$ cat src/rtl/bcd_pkg.sv
// bcd_pkg: shared constants and helpers for the BCD up/down counter.
//   SEG7        : seven-segment patterns for BCD digits 0..9 (bit 7 = dp, always 0)
//   SEG_BLANK   : all segments off
//   seg7_decode : BCD digit -> segment pattern; non-BCD codes decode to blank
package bcd_pkg;

  localparam logic [7:0] SEG7 [0:9] = '{
    8'h3F, 8'h06, 8'h5B, 8'h4F, 8'h66,
    8'h6D, 8'h7D, 8'h07, 8'h7F, 8'h6F
  };

  localparam logic [7:0] SEG_BLANK = 8'h00;
  localparam logic [3:0] BCD_MAX   = 4'd9;

  function automatic logic [7:0] seg7_decode(input logic [3:0] d);
    logic [7:0] r;
    r = SEG_BLANK;
    if (d <= BCD_MAX) r = SEG7[d];
    return r;
  endfunction

endpackage

$ cat src/rtl/bcd_digit.sv
// bcd_digit: one 4-bit BCD digit register with up/down step and parallel load.
//   clock, reset    : board clock, synchronous active-high reset
//   step            : advance this digit one position this cycle
//   direction       : 1 = up (9 -> 0 rolls over), 0 = down (0 -> 9 rolls under)
//   load, load_digit: parallel load; values above 9 clamp to 9
//   digit           : registered digit value
//   is_max, is_min  : digit is 9 / digit is 0
module bcd_digit
  import bcd_pkg::*;
(
  input  logic       clock,
  input  logic       reset,
  input  logic       step,
  input  logic       direction,
  input  logic       load,
  input  logic [3:0] load_digit,
  output logic [3:0] digit,
  output logic       is_max,
  output logic       is_min
);

  logic [3:0] r_digit;
  logic [3:0] w_load_clamped;

  assign w_load_clamped = (load_digit > BCD_MAX) ? BCD_MAX : load_digit;

  always_ff @(posedge clock) begin
    if (reset)
      r_digit <= 4'd0;
    else if (load)
      r_digit <= w_load_clamped;
    else if (step) begin
      if (direction)
        r_digit <= (r_digit >= BCD_MAX) ? 4'd0 : r_digit + 4'd1;
      else
        r_digit <= (r_digit == 4'd0) ? BCD_MAX : r_digit - 4'd1;
    end
  end

  assign digit  = r_digit;
  assign is_max = (r_digit == BCD_MAX);
  assign is_min = (r_digit == 4'd0);

endmodule

$ cat src/rtl/bcd_updown_counter.sv
// bcd_updown_counter: NDIGITS-digit BCD up/down counter with seven-segment decode.
//   clock, reset : board clock, synchronous active-high reset
//   en           : count enable (one step per cycle)
//   direction    : 1 = up, 0 = down
//   load         : parallel load of load_value (digits clamped to 9), beats en
//   sat_mode     : 0 = wrap at limits, 1 = hold at limits
//   count_bcd    : registered BCD count, digit i at [4i+3:4i]
//   seg          : per-digit segment patterns, digit i at [8i+7:8i]
//   wrap         : one-cycle pulse in the cycle after a wrap
//   at_limit     : count is all-9s (up) or all-0s (down)
module bcd_updown_counter
  import bcd_pkg::*;
#(
  parameter int NDIGITS  = 2,
  parameter int BLANK_LZ = 0
) (
  input  logic                 clock,
  input  logic                 reset,
  input  logic                 en,
  input  logic                 direction,
  input  logic                 load,
  input  logic [4*NDIGITS-1:0] load_value,
  input  logic                 sat_mode,
  output logic [4*NDIGITS-1:0] count_bcd,
  output logic [8*NDIGITS-1:0] seg,
  output logic                 wrap,
  output logic                 at_limit
);

  logic [NDIGITS-1:0][3:0] w_digit;
  logic [NDIGITS-1:0]      w_is_max;
  logic [NDIGITS-1:0]      w_is_min;
  logic [NDIGITS-1:0]      w_step;
  logic [NDIGITS-1:0]      w_blank;
  logic                    w_limit;
  logic                    w_count_en;
  logic                    w_wrap_evt;
  logic                    r_wrap;

  assign w_limit    = direction ? (&w_is_max) : (&w_is_min);
  // Saturation simply suppresses every step; wrapping needs no special case
  // because the ripple cascade naturally rolls all-9s to all-0s and back.
  assign w_count_en = en & ~(sat_mode & w_limit);
  assign w_wrap_evt = en & w_limit & ~sat_mode & ~load;

  // Digit i steps when every lower digit sits at its rollover value.
  always_comb begin
    logic w_carry;
    w_carry = 1'b1;
    w_step  = '0;
    for (int i = 0; i < NDIGITS; i++) begin
      w_step[i] = w_count_en & w_carry;
      w_carry   = w_carry & (direction ? w_is_max[i] : w_is_min[i]);
    end
  end

  // Leading-zero blanking: scan from the top digit down; digit 0 is never blanked.
  always_comb begin
    logic w_zero;
    w_zero  = 1'b1;
    w_blank = '0;
    for (int i = NDIGITS - 1; i >= 1; i--) begin
      w_zero     = w_zero & w_is_min[i];
      w_blank[i] = (BLANK_LZ != 0) && w_zero;
    end
  end

  for (genvar gi = 0; gi < NDIGITS; gi++) begin : g_dig
    bcd_digit u_digit (
      .clock      (clock),
      .reset      (reset),
      .step       (w_step[gi]),
      .direction  (direction),
      .load       (load),
      .load_digit (load_value[4*gi +: 4]),
      .digit      (w_digit[gi]),
      .is_max     (w_is_max[gi]),
      .is_min     (w_is_min[gi])
    );
    assign count_bcd[4*gi +: 4] = w_digit[gi];
    assign seg[8*gi +: 8]       = w_blank[gi] ? SEG_BLANK : seg7_decode(w_digit[gi]);
  end

  always_ff @(posedge clock) begin
    if (reset) r_wrap <= 1'b0;
    else       r_wrap <= w_wrap_evt;
  end

  assign wrap     = r_wrap;
  assign at_limit = w_limit;

endmodule

$ cat config.mk
export PLATFORM = sky130hd
export DESIGN_NAME = bcd_updown_counter
export DESIGN_NICKNAME = d
export VERILOG_FILES = /design/src/rtl/bcd_pkg.sv /design/src/rtl/bcd_digit.sv /design/src/rtl/bcd_updown_counter.sv
export SDC_FILE = /design/constraint.sdc
export NUM_CORES = 1
export LEC_CHECK = 0
export ABC_AREA = 1
export CAP_MARGIN = 20
export CELL_PAD_IN_SITES_DETAIL_PLACEMENT = 0
export CELL_PAD_IN_SITES_GLOBAL_PLACEMENT = 1
export CORE_ASPECT_RATIO = 0.7
export CORE_MARGIN = 1
export CORE_UTILIZATION = 33
export DETAILED_ROUTE_END_ITERATION = 8
export PLACE_DENSITY = 0.91
export SYNTH_ARGS = -nofsm -noshare
export SYNTH_HDL_FRONTEND = slang
export SYNTH_SLANG_ARGS = --single-unit
$ cat constraint.sdc
create_clock -name clock -period 5 [get_ports clock]
set_clock_uncertainty 0.05 [all_clocks]
set_input_delay 0.75 -clock clock [delete_from_list [all_inputs] [get_ports clock]]
set_output_delay 0.75 -clock clock [all_outputs]
set_load 0.01 [all_outputs]
==> results.cfg, run 1 <==
[critical_path]
ff2ff_path_depth = 12
max_stage_delay_ns = 0.52
critPathLaunchType = register
critPathTopFamily = buffers and inverters
worstReg2RegEnd = g_dig[0].u_digit.digit[1]
required_ns = 4.20
cp_max_fo = 10
path_cells = inv_1 > ha_1 > nand2_1 > nand2_1 > nor2_1 > a21oi_1 > o21ai_1 > inv_1 > clkdlybuf4s50_1
r2r_start = g_dig[1].u_digit.digit[0]
endpoint_kind = output pin
critical_path_arrival_ns = 2.41
critPathKind = reg -> out
crit_slowest_cell = dfxtp_1
rrSetupSlack_ns = 3.05
cp_num_buf_inv = 3

[sta]
min_period_ns = 3.209
maxSlewViolCount = 0
setup_slack_ns = 1.791
finalCritPeriodShare_pct = 64.18
hold_ws_ns = 0.5789
final-hold-violation-count = 0
final.setup.tns_ns = 0
fmax_ghz = 0.3116
rsz0062_at_grt = false
setup_viol = 0

[clock_tree]
cts_max_level = 1
clock_sinks = 9
cts_tree = yes
cts.path.max_buffers = 2
clk_pin_slew_ns = 0.04
ctsRootBufferMaster = clkbuf_8
cts_made_buffers = 3
post_cts_resized = 0
ctsHoldBuffers = 0
postCtsSetupBuffers = 0
insertion_delay_ns = 0.23

[routing]
drc_errors = 0
drt_iter0_drc = 138
routedWlPerCell_um = 10.96
vias = 1364
dr_wl_met3_um = 183
highest_layer = met4
wl_met2_um = 1085
routed_via_density = 4.753
finalWirelength_um = 3146
drt_first_pass_iters = 4
wl_met1_um = 1846
antenna_left = 0

[floorplanning]
dieWidth_um = 75.01
ioPinCount = 40
core_um2 = 3536
rows = 18
die_area_um2 = 3983
die_height_um = 53.11
start_util_pct = 34.82

[grt]
grt_pass1_wl_um = 5140
antenna_found_initial = 0
overflow = 0
grt_max_degree = 19
grt_pass1_vias = 1066
grt_use_total_pct = 17.16

[power_and_ir_drop]
cell_internal_pwr_uw = 237.7
vdd.ir_drop.worst_v = 0.00008551
seqPwrFrac_pct = 24.6
switchingPower_uw = 154.6
p_leak_nw = 0.7990
pwr-share-comb_pct = 53.8
pwr-share-clk_pct = 21.6
powerDensity_nw_per_um2 = 236.7
switching_share_pct = 39.40

[synth]
synth_compound_area_share_pct = 16.97
synthFlopType = dfxtp_1
synth_cell_types = 30
synth_top_family_by_area = simple AND/OR/NAND/NOR gates
synthArstFlopShare_pct = 0
synth_mux_area_share_pct = 0
syn_area_um2 = 1231
yosysSeqAreaShare_pct = 14.63
synth_edf_count = 0
synthAdderAreaFrac_pct = 14.23
synth-xor-area-share_pct = 0.7114
ys_warn_count = 0
syn_inst = 203
ys_ff_latch = 9
avgSynthCellArea_um2 = 6.065
synthSimpleGateAreaFrac_pct = 42.78

[place]
hpwl_um = 2560
globalplace.congestion = 0.7995
portBuffers = 37
postPlaceCellArea_um2 = 1613
pre_cts_ws_ns = 2.009

[layout]
nets = 266
layout_commonest_cell = nand2_1
final_util_pct = 46.89
antennaDiodeCount = 0
drive_gt1_share_pct = 10.55
final_cell_mix = 54 x nand2_1, 37 x clkdlybuf4s50_1, 21 x nor2_1, 18 x nand3_1
syn_to_final_growth_pct = 34.65
final_area_um2 = 1658

[worst_hold_path]
holdPathStages = 2
hold_path.startpoint = g_dig[0].u_digit.digit[1]
hp-class = reg -> reg
hold_end = g_dig[0].u_digit.digit[1]

[flow_run]
drv_cap = 0

[outcome]
status = complete, no violations
sequential cells by signal (all words and copies together), names as in the netlist:
name,cells
g_dig.u_digit.digit,8
wrap,1
area by class of cell:
class | count | area (um2)
multi-input cells | 168 | 927.1
repair buffers | 37 | 370.4
inverters | 19 | 72.57
fillers | 390 | 1878
clock buffers | 4 | 45.04
well taps | 50 | 62.56
flip-flops and latches | 9 | 180.2
worst max path at each step:
stage                                         start        to  slack [ns]  cells after the start
after floorplan           g_dig[1].u_digit.digit[0]   seg[12]        2.68                      8
after detailed placement                  direction  at_limit        2.01                      5
after global routing      g_dig[1].u_digit.digit[0]   seg[12]        1.55                      9
final                     g_dig[1].u_digit.digit[0]   seg[12]        1.79                      9
after global placement                    direction  at_limit        2.04                      4
after CTS                 g_dig[1].u_digit.digit[0]   seg[12]        1.78                      9
routing by layer:
layer  GRT usage, %  vias up
met5              0        -
met4          4.717        0
met3          1.905        5
met2          20.72       38
met1          29.25      577
li1               -      744
Yosys cell counts (2+ instances only):
library cell / number / area (um2)
ha_1: 14 / 175.2
nand2_1: 54 / 202.7
o21ai_0: 6 / 30.03
nand3_1: 18 / 90.09
nand2_4: 3 / 33.78
nand2_2: 2 / 12.51
or2_2: 4 / 25.02
dfxtp_1: 9 / 180.2
a31oi_1: 10 / 62.56
nor2_2: 4 / 25.02
inv_1: 12 / 45.04
a21oi_1: 14 / 70.07
nor2_1: 21 / 78.83
buf_2: 2 / 10.01
nand4_1: 2 / 12.51
buf_4: 4 / 30.03
inv_2: 6 / 22.52
o21ai_1: 6 / 30.03
cell families after synthesis:
logic type,Yosys count
AOI/OAI and AO/OA,38
DFF,9
and+or+nand+nor,113
adders and majority gates,14
xor gates and xnor gates,1
buffers and inverters,27
other,1
worst register-to-register path, stage by stage, from the launching register on:
cell and delay, ns:
dfxtp_1 0.52, inv_1 0.22, ha_1 0.28, nand2_1 0.14, inv_2 0.04, nand2_1 0.07, nand2_2 0.07, nand2_4 0.09
nand2_4 0.06, nand2_4 0.09, clkinv_2 0.07, nor2_1 0.09, nor2_1 0.05
power groups by stage:
stage	Clock (mW)	Combinational, mW	Sequential, mW
floorplan	0	0.129	0.0916
global placement	0	0.211	0.0980
detailed placement	0	0.210	0.0980
CTS	0.0867	0.211	0.0965
global route	0.0906	0.237	0.0986
finish	0.0848	0.211	0.0965
per-stage QoR:
step	std cells	power (mW)
2_1_floorplan	204	0.2203
3_3_place_gp	283	0.3086
3_5_place_dp	283	0.3084
4_1_cts	287	0.3945
5_1_grt	287	0.4265
6_report	287	0.3923
Note: power is estimated with default switching activity, not from simulation.
==> inputs of run 2 (changes only) <==
Settings changed: CORE_UTILIZATION 33 to 28, PLACE_DENSITY 0.91 to 0.83.
Clock period 5 ns to 2.9 ns, I/O delays scaled along.
==> run 2 against run 1 <==
- hold slack worse by 0.022 ns
- critical endpoint unchanged
- combinational power up 79%
- critical path depth up 1
- clock-buffer cell count unchanged
==> results.cfg, run 2 (synthesized netlist as in run 1, its figures left out) <==
[critical_path]
required_ns = 2.41
critPathLaunchType = register
endpoint_kind = output pin
max_stage_delay_ns = 0.50
path_cells = inv_1 > ha_1 > nand2_1 > nand2_1 > nor2_1 > buf_4 > a21oi_1 > o21ai_1 > inv_1 > clkdlybuf4s50_1
worstReg2RegEnd = g_dig[0].u_digit.digit[2]
r2r_start = g_dig[0].u_digit.digit[0]
critPathTopFamily = buffers and inverters
cp_max_fo = 10
ff2ff_path_depth = 10
critical_path_arrival_ns = 2.19
critPathKind = reg -> out
cp_num_buf_inv = 4
crit_slowest_cell = dfxtp_1
rrSetupSlack_ns = 1.02

[routing]
drt_first_pass_iters = 4
antenna_left = 0
routed_via_density = 4.729
vias = 1381
dr_wl_met3_um = 227
finalWirelength_um = 3405
drt_iter0_drc = 124
wl_met2_um = 1283
drc_errors = 0
highest_layer = met4
wl_met1_um = 1870
routedWlPerCell_um = 11.66

[clock_tree]
post_cts_resized = 0
cts_made_buffers = 3
clock_sinks = 9
ctsHoldBuffers = 0
cts_tree = yes
cts_max_level = 1
clk_pin_slew_ns = 0.05
insertion_delay_ns = 0.23
postCtsSetupBuffers = 0
ctsRootBufferMaster = clkbuf_8
cts.path.max_buffers = 2

[place]
postPlaceCellArea_um2 = 1638
hpwl_um = 2683
dp_cells = 288
portBuffers = 37
globalplace.congestion = 0.8290
pre_cts_ws_ns = 0.3003

[layout]
largest_register_ffs = 8
drive_gt1_share_pct = 12.50
antennaDiodeCount = 0
nets = 269
final_cell_mix = 54 x nand2_1, 37 x clkdlybuf4s50_1, 20 x nor2_1, 18 x nand3_1
syn_to_final_growth_pct = 36.99
final_cells = 292
layout_commonest_cell = nand2_1
final_area_um2 = 1687

[grt]
grt_max_degree = 19
grt_pass1_wl_um = 5423
antenna_found_initial = 0
grt_pass1_vias = 1135
grt_use_total_pct = 15.20
overflow = 0

[sta]
min_period_ns = 2.676
setup_viol = 0
maxSlewViolCount = 0
final.setup.tns_ns = 0
final-hold-violation-count = 0
fmax_ghz = 0.3737
setup_slack_ns = 0.2240
rsz0062_at_grt = false
finalCritPeriodShare_pct = 92.27

[power_and_ir_drop]
vdd.ir_drop.worst_v = 0.0001693
powerDensity_nw_per_um2 = 407.2
total_power_uw = 686.8
p_leak_nw = 0.8146

[worst_hold_path]
hold_path.startpoint = g_dig[0].u_digit.digit[2]
hp-class = reg -> reg
holdPathStages = 2
hold_end = g_dig[0].u_digit.digit[2]

[floorplanning]
core_um2 = 4065
start_util_pct = 30.29
die_height_um = 57.48
die_area_um2 = 4671
rows = 19
ioPinCount = 40
dieWidth_um = 81.26

[flow_run]
drv_cap = 0

[outcome]
status = complete, no violations
## run 2: cell types whose count changed in the layout (fill, tap and decap cells not counted), sizes merged
cell,change
buf,+3
## run 2: final cells by class
| class | count | area [um2] |
|---|---|---|
| multi-input combinational | 168 | 929.6 |
| clock buffer | 4 | 45.04 |
| fill | 433 | 2379 |
| sequential | 9 | 181.4 |
| inverter | 19 | 72.57 |
| tap | 52 | 65.06 |
| timing repair buffer | 40 | 392.9 |
## run 2: through the flow
step                      hold WS [ns]  util (%)
after floorplan                 0.4541         -
after global placement          0.5449     40.29
after detailed placement        0.5479     40.29
after CTS                       0.5588     41.40
after global routing            0.5842     41.49
final                           0.5566     41.49
## run 2: metal layers
layer / track usage (%) / up-vias
li1: - / 743
met1: 25.26 / 588
met2: 19.09 / 48
met3: 1.600 / 2
met4: 5.357 / 0
met5: 0 / -
## run 2: worst max path at each step
| stage | cells past startpoint | end | start |
|---|---|---|---|
| final | 10 | seg[12] | g_dig[1].u_digit.digit[1] |
| after global routing | 10 | seg[12] | g_dig[1].u_digit.digit[1] |
| after CTS | 10 | seg[12] | g_dig[1].u_digit.digit[0] |
| after detailed placement | 10 | seg[12] | g_dig[1].u_digit.digit[0] |
| after global placement | 10 | seg[12] | g_dig[1].u_digit.digit[0] |
| after floorplan | 8 | seg[12] | g_dig[1].u_digit.digit[0] |
## run 2: power breakdown
part           total, mW  switching [mW]  leakage, nW  internal (mW)
Sequential         0.162          0.0263       0.0747          0.136
Clock              0.148          0.0520       0.0228         0.0960
Combinational      0.377           0.193        0.717          0.184
## run 2: worst min-delay path, stage by stage (launching register included)
cell	delay (ns)
dfxtp_1	0.36
o21ai_1	0.15
nor2_1	0.04
==> inputs of run 3 (changes only) <==
Settings changed: CORE_MARGIN 1 to unset.
==> results of run 3 <==
The final DEF is identical to that of run 2; final timing and power are the same.
